==> src/rtl/camera_color_tracker.sv <==
// camera_color_tracker: YCbCr 4:2:2 capture stage with chroma keying,
// run-length filtering and per-frame bounding-box extraction.
// Ports:
//   pclk, reset                      - clock, synchronous active-high reset
//   href, vsync, byte_camera         - camera byte bus (Cb,Y0,Cr,Y1 order)
//   mode, cb_*/cr_*/y_min            - output mode and match thresholds
//   enable_write_memory, pos_pxl,
//   pixel_out                        - frame-buffer write port
//   box_*, match_count, found,
//   box_valid                        - per-frame detection results
module camera_color_tracker #(
  parameter int unsigned H_RES    = 640,
  parameter int unsigned V_RES    = 480,
  parameter int unsigned RUN_MIN  = 5,
  parameter int unsigned MARK_VAL = 255,
  parameter int unsigned BOX_VAL  = 254,
  localparam int unsigned AW = $clog2(H_RES * V_RES),
  localparam int unsigned XW = $clog2(H_RES),
  localparam int unsigned YW = $clog2(V_RES),
  localparam int unsigned CW = AW + 1
) (
  input  logic          pclk,
  input  logic          reset,
  input  logic          href,
  input  logic          vsync,
  input  logic [7:0]    byte_camera,
  input  logic [1:0]    mode,
  input  logic [7:0]    cb_min,
  input  logic [7:0]    cb_max,
  input  logic [7:0]    cr_min,
  input  logic [7:0]    cr_max,
  input  logic [7:0]    y_min,
  output logic          enable_write_memory,
  output logic [AW-1:0] pos_pxl,
  output logic [7:0]    pixel_out,
  output logic [XW-1:0] box_x_min,
  output logic [XW-1:0] box_x_max,
  output logic [YW-1:0] box_y_min,
  output logic [YW-1:0] box_y_max,
  output logic [CW-1:0] match_count,
  output logic          found,
  output logic          box_valid
);

  // col/row are wider than the frame so overrun pixels can be detected
  localparam int unsigned LW = 16;

  logic [1:0]    phase_q, phase_d;
  logic          href_q, href_d, vsync_q, vsync_d;
  logic [7:0]    cb_q, cb_d, y0_q, y0_d, cr_q, cr_d;
  logic          pend_q, pend_d, pend_m_q, pend_m_d;
  logic [7:0]    pend_y_q, pend_y_d;
  logic [7:0]    run_q, run_d;
  logic [LW-1:0] col_q, col_d, row_q, row_d;
  logic [AW-1:0] wcnt_q, wcnt_d;
  logic [7:0]    cbmin_q, cbmin_d, cbmax_q, cbmax_d, crmin_q, crmin_d;
  logic [7:0]    crmax_q, crmax_d, ymin_th_q, ymin_th_d;
  logic [1:0]    mode_q, mode_d;
  logic          we_q, we_d;
  logic [AW-1:0] pos_q, pos_d;
  logic [7:0]    pix_q, pix_d;
  logic [XW-1:0] xmin_q, xmin_d, xmax_q, xmax_d, bxmin_q, bxmin_d, bxmax_q, bxmax_d;
  logic [YW-1:0] ymin_q, ymin_d, ymax_q, ymax_d, bymin_q, bymin_d, bymax_q, bymax_d;
  logic [CW-1:0] cnt_q, cnt_d, mcnt_q, mcnt_d;
  logic          found_q, found_d, bvalid_q, bvalid_d;

  logic          grp_c, chroma_ok_c, emit_c, emit_m_c, qual_c, in_range_c, on_box_c;
  logic [7:0]    emit_y_c, run_inc_c, pix_val_c;

  // Per-pixel datapath: pixel 0 is formed on the Y1 byte, pixel 1 one cycle later
  always_comb begin
    grp_c       = href && (phase_q == 2'd3);
    chroma_ok_c = (cb_q >= cbmin_q) && (cb_q <= cbmax_q) &&
                  (cr_q >= crmin_q) && (cr_q <= crmax_q);
    emit_c      = grp_c || pend_q;
    emit_y_c    = grp_c ? y0_q : pend_y_q;
    emit_m_c    = grp_c ? (chroma_ok_c && (y0_q >= ymin_th_q)) : pend_m_q;
    run_inc_c   = (run_q == 8'hFF) ? 8'hFF : run_q + 8'd1;
    qual_c      = emit_m_c && (32'(run_inc_c) >= RUN_MIN);
    in_range_c  = (col_q < LW'(H_RES)) && (row_q < LW'(V_RES));
    on_box_c    = found_q &&
                  (((col_q == LW'(bxmin_q)) || (col_q == LW'(bxmax_q))) &&
                    (row_q >= LW'(bymin_q)) && (row_q <= LW'(bymax_q)) ||
                   ((row_q == LW'(bymin_q)) || (row_q == LW'(bymax_q))) &&
                    (col_q >= LW'(bxmin_q)) && (col_q <= LW'(bxmax_q)));
    case (mode_q)
      2'd0:    pix_val_c = emit_y_c;
      2'd1:    pix_val_c = emit_m_c ? 8'hFF : 8'h00;
      2'd2:    pix_val_c = qual_c ? 8'(MARK_VAL) : {1'b0, emit_y_c[7:1]};
      default: pix_val_c = on_box_c ? 8'(BOX_VAL) :
                           (qual_c ? 8'(MARK_VAL) : {1'b0, emit_y_c[7:1]});
    endcase
  end

  // Next-state logic
  always_comb begin
    phase_d = href ? phase_q + 2'd1 : 2'd0;
    href_d  = href;
    vsync_d = vsync;
    cb_d = cb_q; y0_d = y0_q; cr_d = cr_q;
    pend_d = 1'b0; pend_y_d = pend_y_q; pend_m_d = pend_m_q;
    run_d = run_q; col_d = col_q; row_d = row_q; wcnt_d = wcnt_q;
    cbmin_d = cbmin_q; cbmax_d = cbmax_q; crmin_d = crmin_q;
    crmax_d = crmax_q; ymin_th_d = ymin_th_q; mode_d = mode_q;
    we_d = 1'b0; pos_d = pos_q; pix_d = pix_q;
    xmin_d = xmin_q; xmax_d = xmax_q; ymin_d = ymin_q; ymax_d = ymax_q; cnt_d = cnt_q;
    bxmin_d = bxmin_q; bxmax_d = bxmax_q; bymin_d = bymin_q; bymax_d = bymax_q;
    mcnt_d = mcnt_q; found_d = found_q; bvalid_d = 1'b0;

    if (href) begin
      case (phase_q)
        2'd0:    cb_d = byte_camera;
        2'd1:    y0_d = byte_camera;
        2'd2:    cr_d = byte_camera;
        default: begin
          pend_d   = 1'b1;
          pend_y_d = byte_camera;
          pend_m_d = chroma_ok_c && (byte_camera >= ymin_th_q);
        end
      endcase
    end

    if (emit_c) begin
      run_d = emit_m_c ? run_inc_c : 8'd0;
      col_d = (col_q == '1) ? col_q : col_q + LW'(1);
      if (in_range_c) begin
        we_d   = 1'b1;
        pos_d  = wcnt_q;
        pix_d  = pix_val_c;
        wcnt_d = wcnt_q + AW'(1);
        if (qual_c) begin
          if (XW'(col_q) < xmin_q) xmin_d = XW'(col_q);
          if (XW'(col_q) > xmax_q) xmax_d = XW'(col_q);
          if (YW'(row_q) < ymin_q) ymin_d = YW'(row_q);
          if (YW'(row_q) > ymax_q) ymax_d = YW'(row_q);
          cnt_d = cnt_q + CW'(1);
        end
      end
    end

    // Line end: a pixel emitted in this cycle still counts toward the row
    if (href_q && !href) begin
      col_d = '0;
      run_d = 8'd0;
      if ((col_q != '0) || emit_c) row_d = (row_q == '1) ? row_q : row_q + LW'(1);
    end

    // Frame end: publish including any pixel emitted this cycle, then re-arm
    if (vsync && !vsync_q) begin
      found_d   = (cnt_d != '0);
      mcnt_d    = cnt_d;
      bxmin_d   = found_d ? xmin_d : '0;
      bxmax_d   = found_d ? xmax_d : '0;
      bymin_d   = found_d ? ymin_d : '0;
      bymax_d   = found_d ? ymax_d : '0;
      bvalid_d  = 1'b1;
      xmin_d = '1; xmax_d = '0; ymin_d = '1; ymax_d = '0; cnt_d = '0;
      cbmin_d = cb_min; cbmax_d = cb_max; crmin_d = cr_min;
      crmax_d = cr_max; ymin_th_d = y_min; mode_d = mode;
    end

    if (vsync) begin
      col_d = '0; row_d = '0; run_d = 8'd0; wcnt_d = '0;
    end
  end

  always_ff @(posedge pclk) begin
    if (reset) begin
      phase_q <= 2'd0; href_q <= 1'b0; vsync_q <= 1'b0;
      cb_q <= 8'd0; y0_q <= 8'd0; cr_q <= 8'd0;
      pend_q <= 1'b0; pend_y_q <= 8'd0; pend_m_q <= 1'b0;
      run_q <= 8'd0; col_q <= '0; row_q <= '0; wcnt_q <= '0;
      cbmin_q <= cb_min; cbmax_q <= cb_max; crmin_q <= cr_min;
      crmax_q <= cr_max; ymin_th_q <= y_min; mode_q <= 2'd0;
      we_q <= 1'b0; pos_q <= '0; pix_q <= 8'd0;
      xmin_q <= '1; xmax_q <= '0; ymin_q <= '1; ymax_q <= '0; cnt_q <= '0;
      bxmin_q <= '0; bxmax_q <= '0; bymin_q <= '0; bymax_q <= '0;
      mcnt_q <= '0; found_q <= 1'b0; bvalid_q <= 1'b0;
    end else begin
      phase_q <= phase_d; href_q <= href_d; vsync_q <= vsync_d;
      cb_q <= cb_d; y0_q <= y0_d; cr_q <= cr_d;
      pend_q <= pend_d; pend_y_q <= pend_y_d; pend_m_q <= pend_m_d;
      run_q <= run_d; col_q <= col_d; row_q <= row_d; wcnt_q <= wcnt_d;
      cbmin_q <= cbmin_d; cbmax_q <= cbmax_d; crmin_q <= crmin_d;
      crmax_q <= crmax_d; ymin_th_q <= ymin_th_d; mode_q <= mode_d;
      we_q <= we_d; pos_q <= pos_d; pix_q <= pix_d;
      xmin_q <= xmin_d; xmax_q <= xmax_d; ymin_q <= ymin_d; ymax_q <= ymax_d; cnt_q <= cnt_d;
      bxmin_q <= bxmin_d; bxmax_q <= bxmax_d; bymin_q <= bymin_d; bymax_q <= bymax_d;
      mcnt_q <= mcnt_d; found_q <= found_d; bvalid_q <= bvalid_d;
    end
  end

  assign enable_write_memory = we_q;
  assign pos_pxl             = pos_q;
  assign pixel_out           = pix_q;
  assign box_x_min           = bxmin_q;
  assign box_x_max           = bxmax_q;
  assign box_y_min           = bymin_q;
  assign box_y_max           = bymax_q;
  assign match_count         = mcnt_q;
  assign found               = found_q;
  assign box_valid           = bvalid_q;

endmodule

==> config.mk <==
export PLATFORM = sky130hd
export DESIGN_NAME = camera_color_tracker
export DESIGN_NICKNAME = d
export VERILOG_FILES = /design/src/rtl/camera_color_tracker.sv
export SDC_FILE = /design/constraint.sdc
export NUM_CORES = 1
export LEC_CHECK = 0
export ABC_AREA = 1
export CAP_MARGIN = 20
export CORE_MARGIN = 2
export CORE_UTILIZATION = 45
export CTS_CLUSTER_DIAMETER = 80
export DETAILED_ROUTE_END_ITERATION = 10
export MAX_ROUTING_LAYER = met4
export PLACE_DENSITY = 0.65
export SYNTH_ARGS = -nofsm -noshare
export SYNTH_HDL_FRONTEND = slang
export SYNTH_SLANG_ARGS = --single-unit
==> constraint.sdc <==
create_clock -name pclk -period 3.84 [get_ports pclk]
set_input_delay 1.152 -clock pclk [delete_from_list [all_inputs] [get_ports pclk]]
set_output_delay 1.152 -clock pclk [all_outputs]
set_load 0.01 [all_outputs]
==> metrics.md <==
| Metric | Value |
|---|---|
| Full die area | `35400 um^2` |
| Ports | `142` |
| Nets | `2455` |
| Relative slew margins | `0.358` |
| Post-CTS Hold Fix Bufs | `0` |
| CP endpoint kind | `flop` |
| Pre-antenna DRT Iters | `5` |
| Unrepaired setup endpoints after global routing | `false` |
| Asr flop ratio synth | `0` |
| Post-DR wirelength/cell | `15.0 um` |
| Worst-path clk slew | `around 0.06 ns` |
| Post-Syn Area | `15300 um^2` |
| Most frequent cells in the layout | `nand2_1, inv_1, dfxtp_1, nor2_1, o21ai_0` |
| Min-Delay Path Class | `reg -> reg` |
| Syn_nets | `roughly 2300` |
| Placement Rows | `67` |
| Max IR drop VDD | `0.256 mV` |
| Post-route cell area | `18500 um^2` |
| Worst-Margin Slew | `between 0.9 and 1 ns` |
| Num CTS Buffers | `35` |
| Worst-path fanout max | `39` |
| Startpoint Class | `input port` |
| Leak | `8.11 nW` |
| Tot GR Track Use | `0.239` |
| CTS sink cnt | `285` |
| Post-synthesis register bit count | `285` |
| Initial antenna violation count | `0` |
| Die height | `between 150 and 200 um` |
| Setup Skew | `0.0134 ns` |
| Via count | `14100` |
| # port buffers | `141` |
| Placed inst area | `17300 um^2` |
| H-tree depth | `2` |
| EDFF count, synth | `40` |
| Synth Warn # | `0` |
| Commonest non-fill, non-tap cell in the layout | `nand2_1` |
| DRC | `0` |
| Final Slew Violations | `0` |
| Synth Area per Inst | `7.18 um^2` |
| CTS tree | `done` |
| Final setup violation count | `0` |
| Die W | `188 um` |
| Vias per cell | `5.15` |
| Starting DRC count in detailed routing | `993` |
| Dominant synthesized flop cell | `dfxtp_1` |
| Outcome | `complete, no violations` |
| Final HPWL DP | `29.5 mm` |
| Largest net degree at the start of global routing | `86` |
| Post-CTS Setup Inserts | `0` |
| GRT overflow | `0` |
| Clk root buf | `clkbuf_16` |
| Post-synthesis sequential area ratio | `0.400` |
| Period minus WS final | `3.24 ns` |
| Fillcell total | `3172` |
| Final Wtd Congestion | `0.903` |
| PD cells | `379 nW/um^2` |
| Total power | `about 7.0 mW` |
| Cts repair resizes | `0` |
| Number of global-route vias before repair | `13400` |
| First-pass GRT wire length | `~67 mm` |
| Critical path class | `in -> reg` |
| Initial Utilization | `0.456` |
| Layout cells sized above 1 | `0.0532` |
| Required @ worst endpoint | `4.22 ns` |
| CTS max path bufs | `3` |
| Arr. time, crit path | `3.63 ns` |
| DRT Wirelength | `41.2 mm` |
| Antenna Cells | `0` |
| Final hold vios | `0` |
| Final worst path period share | `0.844` |
| Setup TNS | `0 ns` |
| Cells after Synth | `around 2100` |
| Max Cap Viol | `0` |
| Core area | `~33000 um^2` |
| Library cells used by synthesis | `between 40 and 50` |
| Fmax | `309 MHz` |
| Area Growth Syn to Fin | `21.3%` |
| Clk_lat worst skew | `between 0.5 and 0.6 ns` |
| Final ANT Viol Nets | `0` |
## cells in the mapped netlist (3+ instances only)
master,number,area [um^2]
a211oi_1,6,45.0
a21oi_1,130,651
a31oi_1,4,25.0
and2_1,10,62.6
buf_1,3,11.3
buf_2,12,60.1
clkbuf_1,46,173
clkinv_1,3,11.3
dfxtp_1,245,4900
edfxtp_1,40,1200
ha_1,133,1660
inv_1,291,1090
inv_2,6,22.5
nand2_1,557,2090
nand2_2,7,43.8
nand3_1,123,616
nand4_1,24,150
nor2_1,183,687
nor2_2,7,43.8
nor2_4,3,33.8
nor3_1,39,195
nor3b_1,6,45.0
nor4_1,8,50.1
o2111ai_1,8,70.1
o211ai_1,3,22.5
o21a_1,10,75.1
o21ai_0,173,866
o21ai_1,10,50.1
o21bai_1,4,30.0
xor2_1,3,26.3
## report_power, final
part           internal (mW)  total, mW  switching [mW]  leakage (nW)
sequential              3.08       3.11          0.0254          2.38
clock                   2.27       3.56            1.29         0.614
combinational          0.143      0.357           0.214          5.11
total                   5.49       7.02            1.53          8.11
## metrics by stage
stage	util	std cells	hold slack, ns	setup slack [ns]
2_1_floorplan	-	2124	0.430	0.475
3_3_place_gp	0.516	2678	0.438	0.164
3_5_place_dp	0.516	2678	0.446	0.116
4_1_cts	0.553	2740	0.457	0.635
5_1_grt	0.554	2741	0.488	0.333
6_report	0.554	2741	0.458	0.600
## worst max-delay path: stages
cell and delay (ns):
clkdlybuf4s50_1 0.51, nand2_2 0.08, inv_2 0.10, nor2_4 0.05
nor2_1 0.09, and2_1 0.14, nand2_2 0.12, nor2_1 0.12
nand2_1 0.10, nor2_1 0.15, nand3_1 0.09, nand2_1 0.06
nand2_1 0.06, nor2_1 0.14, nand2_1 0.07, nor2_1 0.08
nand2_1 0.10, buf_12 0.18, nand3_1 0.10, nand2_1 0.08
## cells by family (layout without fill, tap and decap cells)
family,count (synthesis),after routing,share of synthesized area
AND/OR/NAND/NOR,976,976,0.269
adder cells (fa/ha/maj),133,133,0.109
flip-flops,285,285,0.400
multiplexers,2,2,0.00131
XOR/XNOR,5,5,0.00287
AO/OA/AOI/OAI,357,357,0.125
buffers and inverters,366,535,0.0924
## worst paths after layout
kind                    start      endpoint  slack (ns)  cells past startpoint
hold / removal    pend_y_q[3]   pend_y_q[3]        0.46                      2
setup reg to reg   cbmin_q[1]  box_x_min[3]        0.72                     23
hold reg to reg   pend_y_q[3]   pend_y_q[3]        0.46                      2
setup / recovery         href  box_x_max[5]        0.60                     20
## registers in the layout, indices dropped and copies added (netlist names), 9 cells and up
name         flops
box_x_max       10
box_x_min       10
box_y_max        9
box_y_min        9
cnt_q           20
col_q           16
match_count     20
pos_pxl         19
row_q           16
wcnt_q          19
xmax_q          10
xmin_q          10
ymax_q           9
ymin_q           9
## cell type report
cell class	count	area [um^2]	share of cell area
multi-input cells	1473	7760	0.419
well taps	448	561	0.0303
clock inverters	17	275	0.0149
flip-flops and latches	285	6110	0.330
repair buffers	171	1700	0.0918
inverters	302	1140	0.0614
clock buffers	45	973	0.0526
## routing by layer
metal	part of all wire	up-vias	GRT usage
li1	-	7194	-
met1	0.46	6481	0.311
met2	0.46	375	0.387
met3	0.058	74	0.0339
met4	0.026	0	0.0721
met5	0	-	-
No activity file was read; power rests on OpenSTA's default activity.
